$ cat src/rtl/pong_pkg.sv
// Shared pong definitions: FSM state encodings and clock-derived cycle constants
// used by the debouncer and the pulse stretcher.
package pong_pkg;

  typedef enum logic [1:0] {
    ST_IDLE = 2'b00,
    ST_HOLD = 2'b01,
    ST_GAP  = 2'b10
  } state_t;

  localparam int unsigned CLK_HZ = 100000000;
  localparam int unsigned MS_250 = CLK_HZ / 4;
  localparam int unsigned MS_500 = CLK_HZ / 2;

endpackage

$ cat src/rtl/rise_detect.sv
// Rising-edge detector: one-cycle pulse when d goes high; a level already high
// on the first cycle after reset counts as a rising edge.
module rise_detect (
  input  logic clk,
  input  logic rst,
  input  logic d,
  output logic rise
);

  logic d_q;

  always_ff @(posedge clk) begin
    if (rst) d_q <= 1'b0;
    else     d_q <= d;
  end

  assign rise = d & ~d_q;

endmodule

$ cat src/rtl/pulse_stretcher.sv
// Stretches single-cycle events into HOLD_CYCLES-long levels, queueing events that
// arrive mid-output and replaying them with a GAP_CYCLES low gap between.
//
// state   | meaning
// --------+------------------------------------------------------------
// ST_IDLE | no output in progress, waiting for an event
// ST_HOLD | stretched high, timer counting HOLD_CYCLES
// ST_GAP  | stretched forced low, timer counting GAP_CYCLES
module pulse_stretcher
  import pong_pkg::*;
#(
  parameter int unsigned HOLD_CYCLES = MS_250,
  parameter int unsigned GAP_CYCLES  = MS_250,
  parameter int unsigned MAX_PENDING = 7,
  parameter int unsigned CNT_W       = 26,
  parameter int unsigned PEND_W      = 3
) (
  input  logic              clk,
  input  logic              rst,
  input  logic              pulse,
  output logic              stretched,
  output logic              busy,
  output logic [PEND_W-1:0] pending,
  output logic              overflow
);

  localparam logic [CNT_W-1:0]  HOLD_LAST = CNT_W'(HOLD_CYCLES - 1);
  localparam logic [CNT_W-1:0]  GAP_LAST  = CNT_W'(GAP_CYCLES - 1);
  localparam logic [CNT_W-1:0]  CNT_ONE   = CNT_W'(1);
  localparam logic [PEND_W-1:0] PEND_MAX  = PEND_W'(MAX_PENDING);
  localparam logic [PEND_W-1:0] PEND_ONE  = PEND_W'(1);

  state_t           state;
  logic [CNT_W-1:0] timer;
  logic             ev;

  rise_detect u_rise (
    .clk  (clk),
    .rst  (rst),
    .d    (pulse),
    .rise (ev)
  );

  always_ff @(posedge clk) begin
    if (rst) begin
      state     <= ST_IDLE;
      timer     <= '0;
      stretched <= 1'b0;
      busy      <= 1'b0;
      pending   <= '0;
      overflow  <= 1'b0;
    end else begin
      case (state)
        ST_IDLE: begin
          if (ev) begin
            state     <= ST_HOLD;
            timer     <= '0;
            stretched <= 1'b1;
            busy      <= 1'b1;
          end
        end

        ST_HOLD: begin
          if (timer == HOLD_LAST) begin
            state     <= ST_GAP;
            timer     <= '0;
            stretched <= 1'b0;
          end else begin
            timer <= timer + CNT_ONE;
          end
          if (ev) begin
            if (pending == PEND_MAX) overflow <= 1'b1;
            else                     pending  <= pending + PEND_ONE;
          end
        end

        ST_GAP: begin
          if (timer == GAP_LAST) begin
            timer <= '0;
            // A same-cycle event replaces the queued one being started, so no drop here.
            if (pending != '0) begin
              state     <= ST_HOLD;
              stretched <= 1'b1;
              if (!ev) pending <= pending - PEND_ONE;
            end else if (ev) begin
              state     <= ST_HOLD;
              stretched <= 1'b1;
            end else begin
              state <= ST_IDLE;
              busy  <= 1'b0;
            end
          end else begin
            timer <= timer + CNT_ONE;
            if (ev) begin
              if (pending == PEND_MAX) overflow <= 1'b1;
              else                     pending  <= pending + PEND_ONE;
            end
          end
        end

        default: begin
          state     <= ST_IDLE;
          timer     <= '0;
          stretched <= 1'b0;
          busy      <= 1'b0;
          pending   <= '0;
          overflow  <= 1'b0;
        end
      endcase
    end
  end

endmodule

$ cat config.mk
export PLATFORM = sky130hd
export DESIGN_NAME = pulse_stretcher
export DESIGN_NICKNAME = d
export VERILOG_FILES = /design/src/rtl/pong_pkg.sv /design/src/rtl/rise_detect.sv /design/src/rtl/pulse_stretcher.sv
export SDC_FILE = /design/constraint.sdc
export NUM_CORES = 1
export LEC_CHECK = 0
export CAP_MARGIN = 40
export CORE_AREA = 2 2 71 73
export DETAILED_ROUTE_END_ITERATION = 7
export DIE_AREA = 0 0 73 75
export REMOVE_ABC_BUFFERS = 1
export SLEW_MARGIN = 20
export SYNTH_ARGS = -nofsm -noshare
export SYNTH_HDL_FRONTEND = slang
export SYNTH_SLANG_ARGS = --single-unit
$ cat constraint.sdc
create_clock -name clk -period 4.59 [get_ports clk]
set_clock_uncertainty 0.2 [all_clocks]
set_input_delay 0.6885 -clock clk [delete_from_list [all_inputs] [get_ports clk]]
set_output_delay 0.6885 -clock clk [all_outputs]
set_load 0.02 [all_outputs]
==> report_table.html <==
<table>
<tr><th>Metric</th><th>Value</th></tr>
<tr><th colspan="2">Power and ir drop</th></tr>
<tr><td>Power density over the cells</td><td>approximately 400 nW/um^2</td></tr>
<tr><td>Fraction of power consumed by sequential logic</td><td>0.382</td></tr>
<tr><td>Combinational power share</td><td>0.342</td></tr>
<tr><td>Switching pwr</td><td>0.0003212 W</td></tr>
<tr><td>Total Power</td><td>0.0008959 W</td></tr>
<tr><td>Part of the total power dissipated in the clock network</td><td>0.276</td></tr>
<tr><td>Total internal power</td><td>0.0005747 W</td></tr>
<tr><td>Peak ir drop on the vdd network</td><td>0.0001602 V</td></tr>
<tr><td>Leak pwr</td><td>around 0.75 nW</td></tr>
<tr><td>Proportion of total power due to net switching</td><td>0.3586</td></tr>
<tr><th colspan="2">Logic synthesis</th></tr>
<tr><td>Total standard cell area after synthesis</td><td>2039 sq um</td></tr>
<tr><td>Most instantiated flip-flop cell in the synthesis netlist</td><td>dfxtp_1</td></tr>
<tr><td>Post-synth EDFFs</td><td>0</td></tr>
<tr><td>Sequential cell area fraction in the yosys report</td><td>0.3436</td></tr>
<tr><td>Syn_area_per_cell</td><td>roughly 8.6 sq um</td></tr>
<tr><td>Synth top area share</td><td>0.3436</td></tr>
<tr><td>Synth top area cells</td><td>dfxtp_1 34%, nor2_1 7.0%, xor2_1 6.4%</td></tr>
<tr><td>Leading cell type by number of instances after synthesis</td><td>nor2_1</td></tr>
<tr><td>Number of distinct library cell variants in the gate-level netlist after synthesis</td><td>54</td></tr>
<tr><td>Most frequent cells after synthesis</td><td>38 x nor2_1, 35 x dfxtp_1, 19 x nand2_1, 15 x nand3_1, 15 x xor2_1</td></tr>
<tr><td>Post-synthesis cell count</td><td>236</td></tr>
<tr><td>Share of flip-flops with an asynchronous set or reset after synthesis</td><td>0</td></tr>
<tr><td>Post-synthesis cell type with the largest combined area</td><td>dfxtp_1</td></tr>
<tr><td>Count of warnings emitted by yosys</td><td>0</td></tr>
<tr><td>Register bit count reported by yosys</td><td>35</td></tr>
<tr><th colspan="2">Clocking</th></tr>
<tr><td>Hold-fix buffers, CTS</td><td>0</td></tr>
<tr><td>Clock tree from TritonCTS</td><td>done</td></tr>
<tr><td>Clock Sinks</td><td>35</td></tr>
<tr><td>Number of setup buffers added after CTS</td><td>0</td></tr>
<tr><td>Clock slew at the register clock pins of the worst setup and hold paths</td><td>0.07 ns</td></tr>
<tr><td>Number of buffers on the longest clock path</td><td>2</td></tr>
<tr><td>Quantity of gates resized following cts</td><td>0</td></tr>
<tr><td>Worst-skew pair later-pin latency</td><td>around 0.29 ns</td></tr>
<tr><td>Clock root buffer master</td><td>clkbuf_8</td></tr>
<tr><td>Number of clock buffers inserted by TritonCTS</td><td>5</td></tr>
<tr><td>Number of levels the H-tree was split into</td><td>2</td></tr>
<tr><th colspan="2">Worst setup path</th></tr>
<tr><td>Crit-path max cell delay</td><td>between 0.5 and 0.6 ns</td></tr>
<tr><td>Slowest cell on crit path</td><td>clkdlybuf4s50_1</td></tr>
<tr><td>Startpoint types</td><td>input port</td></tr>
<tr><td>Cell chain of the critical path</td><td>clkdlybuf4s50_1, nor2b_1, o2111ai_2, nor4_1, nand2_1, xor2_1, nor2_1</td></tr>
<tr><td>Startpoint of the lowest-slack register-to-register path</td><td>timer[0]$_SDFFE_PP0N_</td></tr>
<tr><td>Top Family by Delay on Critical Path</td><td>simple AND/OR/NAND/NOR gates</td></tr>
<tr><td>Crit-path max FO</td><td>7</td></tr>
<tr><td>Buffers plus inverters on the worst setup path</td><td>1</td></tr>
<tr><td>Critical path start-end classification</td><td>input port to flop</td></tr>
<tr><td>Critical path required time</td><td>~4.5 ns</td></tr>
<tr><td>Worst setup path start</td><td>pulse</td></tr>
<tr><td>Endpoint kind of the worst setup timing path</td><td>flop</td></tr>
<tr><td>Signal arrival time at the worst endpoint</td><td>about 2.7 ns</td></tr>
<tr><th colspan="2">STA</th></tr>
<tr><td>Setup repair after global routing missed its margin</td><td>no</td></tr>
<tr><td>FMAX</td><td>about 0.36 GHz</td></tr>
<tr><td>Worst hold slack</td><td>~0.30 ns</td></tr>
<tr><td>Final period demand of the worst path</td><td>approximately 2.8 ns</td></tr>
<tr><td>Setup TNS after final layout</td><td>0 ns</td></tr>
<tr><td>Final-report setup violation count</td><td>0</td></tr>
<tr><td>Worst rel slew slack</td><td>0.4770</td></tr>
<tr><td>Number of slew-limit violations in the final report</td><td>0</td></tr>
<tr><td>Hold Vio Cnt, Final</td><td>0</td></tr>
<tr><td>Final period util</td><td>0.5997</td></tr>
<tr><td>Slew @ Worst Pin</td><td>0.7845 ns</td></tr>
<tr><th colspan="2">Placed design</th></tr>
<tr><td>Placed wire-length estimate after detailed placement</td><td>3.100 mm</td></tr>
<tr><td>Placed inst area</td><td>about 2200 sq um</td></tr>
<tr><td>Port-buffer cells</td><td>8</td></tr>
<tr><td>Gp weighted congestion</td><td>0.8043</td></tr>
<tr><th colspan="2">Floorplan</th></tr>
<tr><td>Vertical die dimension</td><td>around 75 microns</td></tr>
<tr><td>FP Rows</td><td>25</td></tr>
<tr><td>I/O Pins</td><td>9</td></tr>
<tr><td>Total core area</td><td>between 4000 and 5000 sq um</td></tr>
<tr><td>Area of the die</td><td>roughly 5500 sq um</td></tr>
<tr><td>Initial Utilization</td><td>0.4376</td></tr>
<tr><td>Die boundary width</td><td>approximately 73 microns</td></tr>
<tr><th colspan="2">Global routing</th></tr>
<tr><td>First-pass GRT wire length</td><td>roughly 7.2 mm</td></tr>
<tr><td>Final global-route overflow total</td><td>0</td></tr>
<tr><td>Number of global-route vias before repair</td><td>around 1500</td></tr>
<tr><td>Largest net degree at the start of global routing</td><td>27</td></tr>
<tr><td>Number of antenna violations at the first check in global routing</td><td>0</td></tr>
<tr><td>All-layer global routing usage</td><td>0.1716</td></tr>
<tr><th colspan="2">Finish</th></tr>
<tr><td>Nets@finish</td><td>about 260</td></tr>
<tr><td>Filler instances</td><td>between 400 and 500</td></tr>
<tr><td>Post-route cell area</td><td>approximately 2300 sq um</td></tr>
<tr><td>Ant diodes</td><td>0</td></tr>
<tr><td>Layout cells sized above 1</td><td>0.08571</td></tr>
<tr><td>Layout overhead on the synthesized area</td><td>10.37%</td></tr>
<tr><th colspan="2">Detailed routing</th></tr>
<tr><td>Average routed wire per standard cell</td><td>14.02 microns</td></tr>
<tr><td>Aggregate routed wire length</td><td>around 4.2 mm</td></tr>
<tr><td>Number of DRC violations after detailed-routing iteration 0</td><td>between 40 and 50</td></tr>
<tr><td>Via density</td><td>~5.6</td></tr>
<tr><td>Number of remaining DRC errors</td><td>0</td></tr>
<tr><td>DRT antenna net count</td><td>0</td></tr>
<tr><td>First-pass DRT Iterations</td><td>4</td></tr>
<tr><td>Via count</td><td>1663</td></tr>
<tr><th colspan="2">Min path</th></tr>
<tr><td>Worst hold path startpoint</td><td>timer[1]$_SDFFE_PP0N_</td></tr>
<tr><td>Classification of the worst-slack hold path</td><td>flop to flop</td></tr>
<tr><th colspan="2">Run status</th></tr>
<tr><td>Status</td><td>completed</td></tr>
<tr><th colspan="2">Job</th></tr>
<tr><td>Number of maximum-capacitance constraint violations</td><td>0</td></tr>
</table>
-- placed cells by master, fill, tap and decap left out, types with 7 or more instances in the layout --
cell / netlist / final
ha_1: 8 / 8
clkdlybuf4s50_1: 0 / 8
nand3_1: 15 / 15
nand2_1: 19 / 19
a21oi_1: 9 / 9
nand4_1: 8 / 8
clkbuf_8: 0 / 7
xnor2_1: 7 / 7
nor2_1: 38 / 38
dfxtp_1: 35 / 35
xor2_1: 15 / 15
-- final timing paths --
path,endpoint,slack [ns],cells after the start
setup / recovery,timer[22]$_SDFFE_PP0N_,1.84,7
hold / removal,timer[1]$_SDFFE_PP0N_,0.30,2
setup reg to reg,timer[12]$_SDFFE_PP0N_,2.02,6
hold reg to reg,timer[1]$_SDFFE_PP0N_,0.30,2
-- final cells by class --
cell class	count	area (sq um)	share of cell area
clock buffer	8	100.1	0.04447
inverter	6	22.52	0.01001
multi-input combinational	188	1280	0.5687
sequential	35	700.7	0.3113
tap	54	67.56	0.03002
timing repair buffer	8	80.08	0.03558
-- metrics by stage --
| step | cells | utilization | setup WS (ns) |
|---|---|---|---|
| after floorplan | 229 | - | 2.435 |
| after global placement | 291 | 0.4615 | 1.609 |
| after detailed placement | 291 | 0.4615 | 1.539 |
| after CTS | 299 | 0.4830 | 1.822 |
| after global routing | 299 | 0.4830 | 1.670 |
| final | 299 | 0.4830 | 1.837 |
-- registers in the layout, indices dropped and copies added, names as in the netlist --
| register | cells |
|---|---|
| state | 2 |
| u_rise.d_q | 1 |
| overflow | 1 |
| busy | 1 |
| timer | 26 |
| stretched | 1 |
| pending | 3 |
-- worst register-to-register path, delay by kind of cell, from the launching register on --
family / cells / cell delay (ns)
AO/OA/AOI/OAI: 2 / 1.02
adder cells (fa/ha/maj): 1 / 0.27
flip-flops: 1 / 0.37
AND/OR/NAND/NOR: 3 / 0.56
-- kinds of logic after synthesis --
family          after synthesis  synth area share
compound gates               35            0.1362
simple gates                117            0.3184
xor+xnor                     22           0.09448
fa+ha+maj                     8           0.04908
mux                           6           0.02945
buf+inv                      13           0.02883
flops                        35            0.3436
-- power by group through the flow --
stage | logic (W) | clock network [W] | registers, W
finish | 0.000306 | 0.000247 | 0.000343
global route | 0.000336 | 0.000269 | 0.000346
CTS | 0.000309 | 0.000257 | 0.000343
detailed placement | 0.000309 | 0 | 0.000350
global placement | 0.000307 | 0 | 0.000349
floorplan | 0.000220 | 0 | 0.000356
-- per-layer routing --
layer / vias up / share of wire / global-route usage
met1: 773 / 0.49 / 0.2180
li1: 860 / - / -
met2: 24 / 0.47 / 0.2793
met5: - / 0 / 0
met4: 0 / 0.013 / 0.06379
met3: 6 / 0.034 / 0.04685
Power figures use the tool's default switching activity.
